[src/rtl/fpexc_pipe.sv]
// Registered FP exception stage: operand classification, IEEE flags, result controls, sticky flags, IV counter.
// Define FPEXC_DIV_EN to decode the DIV and SQRT commands (otherwise they fall to the unknown-command path).
module fpexc_pipe #(
  parameter int unsigned EXP_W  = 8,
  parameter int unsigned MANT_W = 23,
  parameter int unsigned CMD_W  = 4,
  parameter int unsigned CNT_W  = 8
) (
  input  logic              Clk_CI,
  input  logic              Rst_RI,
  input  logic              In_Valid_SI,
  output logic              In_Ready_SO,
  input  logic [CMD_W-1:0]  Op_SI,
  input  logic              Sign_a_DI,
  input  logic              Sign_b_DI,
  input  logic [EXP_W-1:0]  Exp_a_DI,
  input  logic [EXP_W-1:0]  Exp_b_DI,
  input  logic [MANT_W:0]   Mant_a_DI,
  input  logic [MANT_W:0]   Mant_b_DI,
  input  logic [MANT_W:0]   Mant_norm_DI,
  input  logic              Mant_rounded_SI,
  input  logic              Exp_OF_SI,
  input  logic              Exp_UF_SI,
  input  logic [5:0]        Cvt_Flags_DI,
  output logic              Out_Valid_SO,
  input  logic              Out_Ready_SI,
  output logic              Exp_toZero_SO,
  output logic              Exp_toInf_SO,
  output logic              Mant_toZero_SO,
  output logic [6:0]        Flags_DO,
  input  logic              Sticky_Clr_SI,
  output logic [4:0]        Sticky_DO,
  output logic [CNT_W-1:0]  IV_Cnt_DO
);

  // Command encodings mirror C_FPU01_*_CMD in fpu_defs.
  localparam logic [CMD_W-1:0] C_FPU01_ADD_CMD  = CMD_W'(4'd0);
  localparam logic [CMD_W-1:0] C_FPU01_SUB_CMD  = CMD_W'(4'd1);
  localparam logic [CMD_W-1:0] C_FPU01_MUL_CMD  = CMD_W'(4'd2);
  localparam logic [CMD_W-1:0] C_FPU01_I2F_CMD  = CMD_W'(4'd4);
  localparam logic [CMD_W-1:0] C_FPU01_F2I_CMD  = CMD_W'(4'd5);
`ifdef FPEXC_DIV_EN
  localparam logic [CMD_W-1:0] C_FPU01_DIV_CMD  = CMD_W'(4'd3);
  localparam logic [CMD_W-1:0] C_FPU01_SQRT_CMD = CMD_W'(4'd6);
`endif

  logic inf_a_s, inf_b_s, nan_a_s, nan_b_s, zero_a_s, zero_b_s, mz_s;
  logic known_s, f2i_s, i2f_s, iv_op_s, dz_op_s, inf_t_s;
  logic iv_s, dz_s, of_s, uf_s, ix_s, inf_s, zero_s;
  logic to_zero_s, to_inf_s, mant_zero_s;
  logic [9:0] res_s;

  logic             out_valid_q, out_valid_d;
  logic [9:0]       res_q, res_d;
  logic [4:0]       sticky_q, sticky_d;
  logic [CNT_W-1:0] cnt_q, cnt_d;
  logic             accept_s, xfer_s;
  logic [4:0]       xfer_flags_s;

  assign inf_a_s  = (&Exp_a_DI) & ~(|Mant_a_DI[MANT_W-1:0]);
  assign inf_b_s  = (&Exp_b_DI) & ~(|Mant_b_DI[MANT_W-1:0]);
  assign nan_a_s  = (&Exp_a_DI) &  (|Mant_a_DI[MANT_W-1:0]);
  assign nan_b_s  = (&Exp_b_DI) &  (|Mant_b_DI[MANT_W-1:0]);
  assign zero_a_s = ~(|Exp_a_DI) & ~(|Mant_a_DI);
  assign zero_b_s = ~(|Exp_b_DI) & ~(|Mant_b_DI);
  assign mz_s     = ~(|Mant_norm_DI);

  // Per-command invalid / infinity / divide-by-zero terms.
  always_comb begin
    known_s = 1'b1;
    f2i_s   = 1'b0;
    i2f_s   = 1'b0;
    iv_op_s = 1'b0;
    dz_op_s = 1'b0;
    inf_t_s = 1'b0;
    case (Op_SI)
      C_FPU01_ADD_CMD, C_FPU01_SUB_CMD: begin
        iv_op_s = (inf_a_s & inf_b_s & (Sign_a_DI ^ Sign_b_DI)) | nan_a_s | nan_b_s;
        inf_t_s = (inf_a_s ^ inf_b_s) | (inf_a_s & inf_b_s & ~(Sign_a_DI ^ Sign_b_DI));
      end
      C_FPU01_MUL_CMD: begin
        iv_op_s = (inf_a_s & zero_b_s) | (inf_b_s & zero_a_s) | nan_a_s | nan_b_s;
        inf_t_s = (inf_a_s & ~zero_b_s) | (inf_b_s & ~zero_a_s);
      end
      C_FPU01_I2F_CMD: i2f_s = 1'b1;
      C_FPU01_F2I_CMD: f2i_s = 1'b1;
`ifdef FPEXC_DIV_EN
      C_FPU01_DIV_CMD: begin
        iv_op_s = nan_a_s | nan_b_s | (inf_a_s & inf_b_s) | (zero_a_s & zero_b_s);
        dz_op_s = zero_b_s & ~zero_a_s & ~inf_a_s & ~nan_a_s;
        inf_t_s = (zero_b_s & ~zero_a_s & ~inf_a_s & ~nan_a_s) | (inf_a_s & ~inf_b_s & ~nan_b_s);
      end
      C_FPU01_SQRT_CMD: begin
        iv_op_s = nan_a_s | (Sign_a_DI & ~zero_a_s);
        inf_t_s = inf_a_s & ~Sign_a_DI;
      end
`endif
      default: known_s = 1'b0;
    endcase
  end

  // Flag word and result-manipulation controls for the incoming op.
  always_comb begin
    iv_s = 1'b0; dz_s = 1'b0; of_s = 1'b0; uf_s = 1'b0;
    ix_s = 1'b0; inf_s = 1'b0; zero_s = 1'b0;
    to_zero_s = 1'b0; to_inf_s = 1'b0; mant_zero_s = 1'b0;
    if (!known_s) begin
      iv_s = 1'b0;
    end else if (f2i_s) begin
      {of_s, uf_s, zero_s, ix_s, iv_s, inf_s} = Cvt_Flags_DI;
    end else begin
      iv_s   = iv_op_s;
      dz_s   = dz_op_s;
      of_s   = (Exp_OF_SI & ~mz_s) | (~iv_op_s & (inf_a_s ^ inf_b_s) & ~i2f_s);
      uf_s   = Exp_UF_SI & Mant_rounded_SI;
      zero_s = mz_s & ~iv_op_s;
      ix_s   = Mant_rounded_SI | of_s;
      inf_s  = inf_t_s | (Exp_OF_SI & ~mz_s);
    end
    if (known_s) begin
      to_inf_s    = of_s | iv_s | dz_s;
      mant_zero_s = inf_s;
      to_zero_s   = i2f_s ? (zero_a_s & ~Sign_a_DI) : (Exp_UF_SI | (mz_s & ~to_inf_s));
    end else begin
      to_inf_s = 1'b0;
    end
  end

  assign res_s = {to_zero_s, to_inf_s, mant_zero_s, iv_s, dz_s, of_s, uf_s, ix_s, inf_s, zero_s};

  assign In_Ready_SO  = ~out_valid_q | Out_Ready_SI;
  assign accept_s     = In_Valid_SI & In_Ready_SO;
  assign xfer_s       = out_valid_q & Out_Ready_SI;
  assign xfer_flags_s = xfer_s ? res_q[6:2] : 5'b00000;

  // Next state of the pipeline register, sticky flags and IV counter.
  always_comb begin
    out_valid_d = accept_s | (out_valid_q & ~Out_Ready_SI);
    res_d       = accept_s ? res_s : res_q;
    if (Sticky_Clr_SI) begin
      sticky_d = xfer_flags_s;
    end else begin
      sticky_d = sticky_q | xfer_flags_s;
    end
    if (xfer_s && res_q[6] && (cnt_q != {CNT_W{1'b1}})) begin
      cnt_d = cnt_q + {{(CNT_W-1){1'b0}}, 1'b1};
    end else begin
      cnt_d = cnt_q;
    end
  end

  // State registers with synchronous reset.
  always_ff @(posedge Clk_CI) begin
    if (Rst_RI) begin
      out_valid_q <= 1'b0;
      res_q       <= 10'd0;
      sticky_q    <= 5'd0;
      cnt_q       <= {CNT_W{1'b0}};
    end else begin
      out_valid_q <= out_valid_d;
      res_q       <= res_d;
      sticky_q    <= sticky_d;
      cnt_q       <= cnt_d;
    end
  end

  assign Out_Valid_SO   = out_valid_q;
  assign Exp_toZero_SO  = res_q[9];
  assign Exp_toInf_SO   = res_q[8];
  assign Mant_toZero_SO = res_q[7];
  assign Flags_DO       = res_q[6:0];
  assign Sticky_DO      = sticky_q;
  assign IV_Cnt_DO      = cnt_q;

endmodule

[config.mk]
export PLATFORM = sky130hd
export DESIGN_NAME = fpexc_pipe
export DESIGN_NICKNAME = d
export VERILOG_FILES = /design/src/rtl/fpexc_pipe.sv
export SDC_FILE = /design/constraint.sdc
export NUM_CORES = 1
export LEC_CHECK = 0
export CAP_MARGIN = 20
export CORE_ASPECT_RATIO = 1.75
export CORE_MARGIN = 2
export CORE_UTILIZATION = 34
export CTS_BUF_LIST = sky130_fd_sc_hd__clkbuf_4
export DETAILED_ROUTE_END_ITERATION = 16
export PLACE_DENSITY_LB_ADDON = 0.12
export SLEW_MARGIN = 20
export SYNTH_ARGS = -nofsm -noshare
export SYNTH_HDL_FRONTEND = slang
export SYNTH_SLANG_ARGS = --single-unit
[constraint.sdc]
create_clock -name Clk_CI -period 5.06 [get_ports Clk_CI]
set_input_delay 0.759 -clock Clk_CI [delete_from_list [all_inputs] [get_ports Clk_CI]]
set_output_delay 0.759 -clock Clk_CI [all_outputs]
set_load 0.02 [all_outputs]
Yosys cells after proc, flatten, opt, wreduce, memory -nomap -nowiden --
Index checks and enable logic that the tools add are counted.
Storage, ports and cells: bits of input ports 108, flip-flop bits (word level) 23, output and inout bits 25, logic and storage cells 103
Cells by class: mux-type cells 23, equality and inequality tests 5, bitwise logic cells 56, add/subtract/negate cells 1, reductions and logical operators 14
Operator list (number):
- $reduce_or 24->1 | 3
- $reduce_or 23->1 | 2
- $and 1x1->1 | 23
- $mux 1 | 19
- $not 1->1 | 16
- $reduce_and 8->1 | 2
- $reduce_or 8->1 | 2
- $or 1x1->1 | 14
- $mux 5 | 2
- $add 8x1->8 const B | 1
- $eq 4x3->1 const B | 2
- $ne 8x8->1 const B | 1
- $or 5x5->5 | 1
- $reduce_or 5->1 | 1
- $eq 4x1->1 const B | 1
- $eq 4x2->1 const B | 1
- $logic_not 4->1 | 1
- $pmux 1 s2 | 2
- $logic_and 1x1->1 | 2
- $reduce_or 2->1 | 1
- $xor 1x1->1 | 2

Depth between registers and ports, before layout --
depth in word-level cells 20, gate-level depth with buffers 11, depth with buffers taken out 11

Worst setup path after synthesis --
OpenSTA, ideal clock, no wires.
kind input port to flip-flop, from in Mant_a_DI[16], to reg res_q[8], required time 4.945 ns, stages 10, setup slack 2.408 ns, path buffers 0, arrival time 2.537 ns, library setup time 0.115 ns, path through nor4_1 -> nand4_1 -> or2_1 -> nor2_1 -> ha_1 -> nor2b_1 -> and3_1 -> a31oi_1 -> nand4_1 -> o21a_1
Between the ends: word-level cells in the longest chain between the ends 16, elaborated cells on any way between the ends 28, those cells by class mux: 6; bitwise: 20; reduce/logical: 2
RTL lines:
- start: declaration | line 18 | input logic [MANT_W:0] Mant_a_DI,
- $reduce_or 24->1 or $reduce_or 23->1 (tied branches) | line 64, 60, 62
- $not 1->1, on equally long branches | line 64, 60
- $and 1x1->1, on equally long branches | line 64, 60
- $and 1x1->1, on equally long branches | line 82, 78
- $or 1x1->1 or $and 1x1->1 (tied branches) | line 82, 78
- $or 1x1->1, on equally long branches (2 in a row) | line 82, 78
- $pmux 1 s2 | line 76 | case (Op_SI)
- $not 1->1 | line 114 | of_s = (Exp_OF_SI & ~mz_s) | (~iv_op_s & (inf_a_s ^ inf_b_s) & ~i2f_s);
- $and 1x1->1 (2 in a row) | line 114
- $or 1x1->1 | line 114
- $mux 1 | line 109 | end else if (f2i_s) begin
- $mux 1 | line 107 | if (!known_s) begin
- $or 1x1->1 * | line 121 | to_inf_s = of_s | iv_s | dz_s;
- $mux 1 * | line 120 | if (known_s) begin
- end signal: assignment | line 161 | res_q <= res_d;
- end: declaration | line 54 | logic [9:0] res_q, res_d;
Mark *: on every way between the ends. The rest lies on a longest branch, timed or not. A chain may end at the register's enable or synchronous reset.

Worst setup path in the final report --
Same ends and word-level chain as after synthesis.

==> impl_metrics.csv <==
group,metric,value,unit
routing,drc,0,
logic_synthesis,muxShareOfSynthArea,0.00699,
final_layout,regArea,420,um2
placement,hpwl,4700,um
sta,max_slew_margin,0.496,
worst_setup_path,crit_path_end_kind,"register",
worst_setup_path,r2r-end,"IV_Cnt_DO[3]",
final_layout,multiInputGateArea,941,um2
worst_setup_path,crit_fanout,4,
clock_tree,postCtsSetupBuffers,0,
clock_tree,numCtsBuffers,3,
logic_synthesis,yosys.area.top_type_share,0.294,
status,outcome,"finished clean",
placement,placed_area,2740,um2
logic_synthesis,synth_edf_count,0,
logic_synthesis,synth_compound_area_frac,0.172,
hold_path,hp-class,"reg2reg",
grt,grt_pass1_vias,1849,
worst_setup_path,startpoint_type,"primary input",
routing,routedWlPerCell,15.3,um
grt,use_met3,0.0664,
floorplanning,die_y,89.8,um
hold_path,hold_path_end,"res_q[2]",
sta,setup_slack,2.03,ns
logic_synthesis,synth_xor_area_frac,0.0490,
flow_run,maxCapViolations,0,
power,max-vdd-ir-drop,189,uV
worst_setup_path,rr_startpoint,"IV_Cnt_DO[3]",
grt,gr-usage-all-layers,0.225,
final_layout,fin_area,2760,um2
final_layout,nets,427,
placement,place_congestion,0.810,
routing,wl,5570,um
floorplanning,start_util,0.351,
grt,grt_remaining_overflow,0,
logic_synthesis,yosys_warnings,0,
clock_tree,cts_hold_buf,0,
logic_synthesis,yosysTopAreaCell,"dfxtp_1",
hold_path,min_path_cells,2,
sta,layout_min_cycle_time,3.03,ns
logic_synthesis,yosys-top-cells-count,"nor2_1 (25), dfxtp_1 (21), nand2_1 (17), nor4_1 (17), a21oi_1 (13)",
final_layout,fillers,368,
worst_setup_path,regToRegSetupSlack,3.14,ns
routing,dr_total_vias,1901,
routing,drtAntennaViolNets,0,
floorplanning,io_pins,133,
sta,slew_viol_final,0,
logic_synthesis,synth_seq_cells,21,
final_layout,areaGrowthSynthToFinish,93.0,%
logic_synthesis,synthCells,190,
clock_tree,cts.path.max_buffers,2,
worst_setup_path,reg2reg_depth,7,
routing,drt_first_pass_iters,4,
grt,grt_most_used_layer,"met2",
floorplanning,dieArea,4770,um2
logic_synthesis,synth_area_leaders,"dfxtp_1 (29%), nor4_1 (7.4%), nor2_1 (6.6%)",
hold_path,worstHoldStart,"res_q[2]",
sta,clock.fmax,330,MHz
final_layout,fin_util,0.678,
logic_synthesis,yosysUniqueCellTypes,43,
power,p_leak,0.936,nW
routing,dr.first_iter.drc_count,24,
logic_synthesis,async_reset_ff_frac,0,
worst_setup_path,crit_chain,"clkdlybuf4s50_1 -> nor4_1 -> nand4_1 -> or2_1 -> nor2_1 -> ha_1 -> nor2b_1 -> and3_1 -> a31oi_1 -> nand4_1 -> o21a_1",
logic_synthesis,synth_top_family_by_area,"simple AND/OR/NAND/NOR gates",
logic_synthesis,synth_fa_ha_area_frac,0.0175,
worst_setup_path,max_stage_delay,0.40,ns
worst_setup_path,crit_type,"in2reg",
grt,antenna_found_initial,0,
sta,setup_violations,0,
logic_synthesis,yosysMostFrequentCell,"nor2_1",
floorplanning,core,4070,um2
logic_synthesis,ys.flop_type,"dfxtp_1",
logic_synthesis,syn_area,1430,um2
clock_tree,clock_sinks,21,
placement,dp_slack,1.72,ns
logic_synthesis,ys_seq_area_frac,0.294,
worst_setup_path,worst_path_max_delay_cell,"clkdlybuf4s50_1",
placement,place.port_buffers,130,
worst_setup_path,crit_path_frequent_cell,"nand4_1",
floorplanning,die_w,53.0,um
sta,rsz0062_at_grt,"no",
sta,finalClockSkew,0.00853,ns
final_layout,drive_gt1_frac,0.0348,
clock_tree,cts-root-buf,"clkbuf_4",
clock_tree,cts-resized-gates,0,
sta,fin_setup_tns,0,ns
logic_synthesis,syn_avg_cell_area,7.53,um2
grt,grt_max_degree,23,
sta,worstMarginPinSlew,0.753,ns
logic_synthesis,synth_simple_gate_area_frac,0.406,
grt,met1_usage,0.211,
clock_tree,clk-insertion-delay-late,0.30,ns
routing,viasPerCell,5.21,
clock_tree,cts_tree,"done",
power,p_per_area,136,nW/um2
grt,grt_pass1_wl,8250,um
worst_setup_path,cp_data_required_time,5.28,ns
final_layout,diodes,0,
worst_setup_path,arrival,3.25,ns
floorplanning,rows,31,
sta,hold_viol_final,0,
clock_tree,htreeDepth,1,
sta,final.period_utilization,0.599,
clock_tree,clk_pin_slew_worst_paths,0.12,ns
grt,met2_usage,0.426,
kinds of logic (layout without fill, tap and decap cells):
group | Yosys count | in the layout
muxes | 1 | 1
xor gates and xnor gates | 8 | 8
other | 1 | 2
and+or+nand+nor | 108 | 108
AOI/OAI and AO/OA | 37 | 37
adders and majority gates | 2 | 2
DFF | 21 | 21
buffers and inverters | 12 | 137
worst max path at each step:
stage,start,to,slack [ns],cells after the start
2_1_floorplan,Mant_a_DI[16],res_q[8],2.41,10
4_1_cts,Mant_a_DI[16],res_q[8],2.06,11
5_1_grt,Mant_a_DI[16],res_q[8],1.84,12
6_report,Mant_a_DI[16],res_q[8],2.03,11
3_3_place_gp,Mant_a_DI[1],res_q[8],1.79,11
3_5_place_dp,Mant_a_DI[16],res_q[8],1.72,11
cell usage in the layout (no fill, tap or decap), types with 4 or more instances in the layout:
cell type,Yosys,routed
nor4_1,17,17
clkdlybuf4s50_1,0,130
nand4_1,12,12
nor3_1,6,6
nand3_1,7,7
nand2_1,17,17
and3_1,6,6
xor2_1,7,7
nor2_1,25,25
a21oi_1,13,13
a32oi_1,4,4
dfxtp_1,21,21
area by class of cell:
| class | instances | area share |
|---|---|---|
| well taps | 49 | 0.0222 |
| multi-input cells | 158 | 0.341 |
| inverters | 3 | 0.00408 |
| flip-flops and latches | 21 | 0.152 |
| clock inverters | 1 | 0.00181 |
| clock buffers | 3 | 0.00815 |
| repair buffers | 130 | 0.471 |
power by group:
| part | internal [mW] | switching [mW] |
|---|---|---|
| Combinational | 0.0876 | 0.0397 |
| Clock | 0.0295 | 0.0498 |
| Sequential | 0.168 | 0.00240 |
metrics by stage:
| stage | hold slack, ns | std cells | power (mW) |
|---|---|---|---|
| global placement | 0.457 | 361 | 0.299 |
| global route | 0.517 | 365 | 0.393 |
| detailed placement | 0.472 | 361 | 0.301 |
| CTS | 0.495 | 365 | 0.381 |
| finish | 0.493 | 365 | 0.377 |
| floorplan | 0.540 | 191 | 0.205 |
critical path: cells and delay by family:
| kind | cells | cell delay (ns) |
|---|---|---|
| AND/OR/NAND/NOR | 7 | 1.44 |
| buffers and inverters | 1 | 0.40 |
| AO/OA/AOI/OAI | 2 | 0.40 |
| adder cells (fa/ha/maj) | 1 | 0.24 |
state kept, by name (all words and copies together), names as in the netlist:
signal and count:
IV_Cnt_DO 8, Out_Valid_SO 1, Sticky_DO 4, res_q 8
routing by layer:
| metal | vias to the layer above | part of all wire |
|---|---|---|
| met5 | - | 0 |
| met4 | 0 | 0.016 |
| met3 | 8 | 0.11 |
| met2 | 84 | 0.53 |
| met1 | 836 | 0.34 |
| li1 | 973 | - |
(Power assumes the default switching activity.)
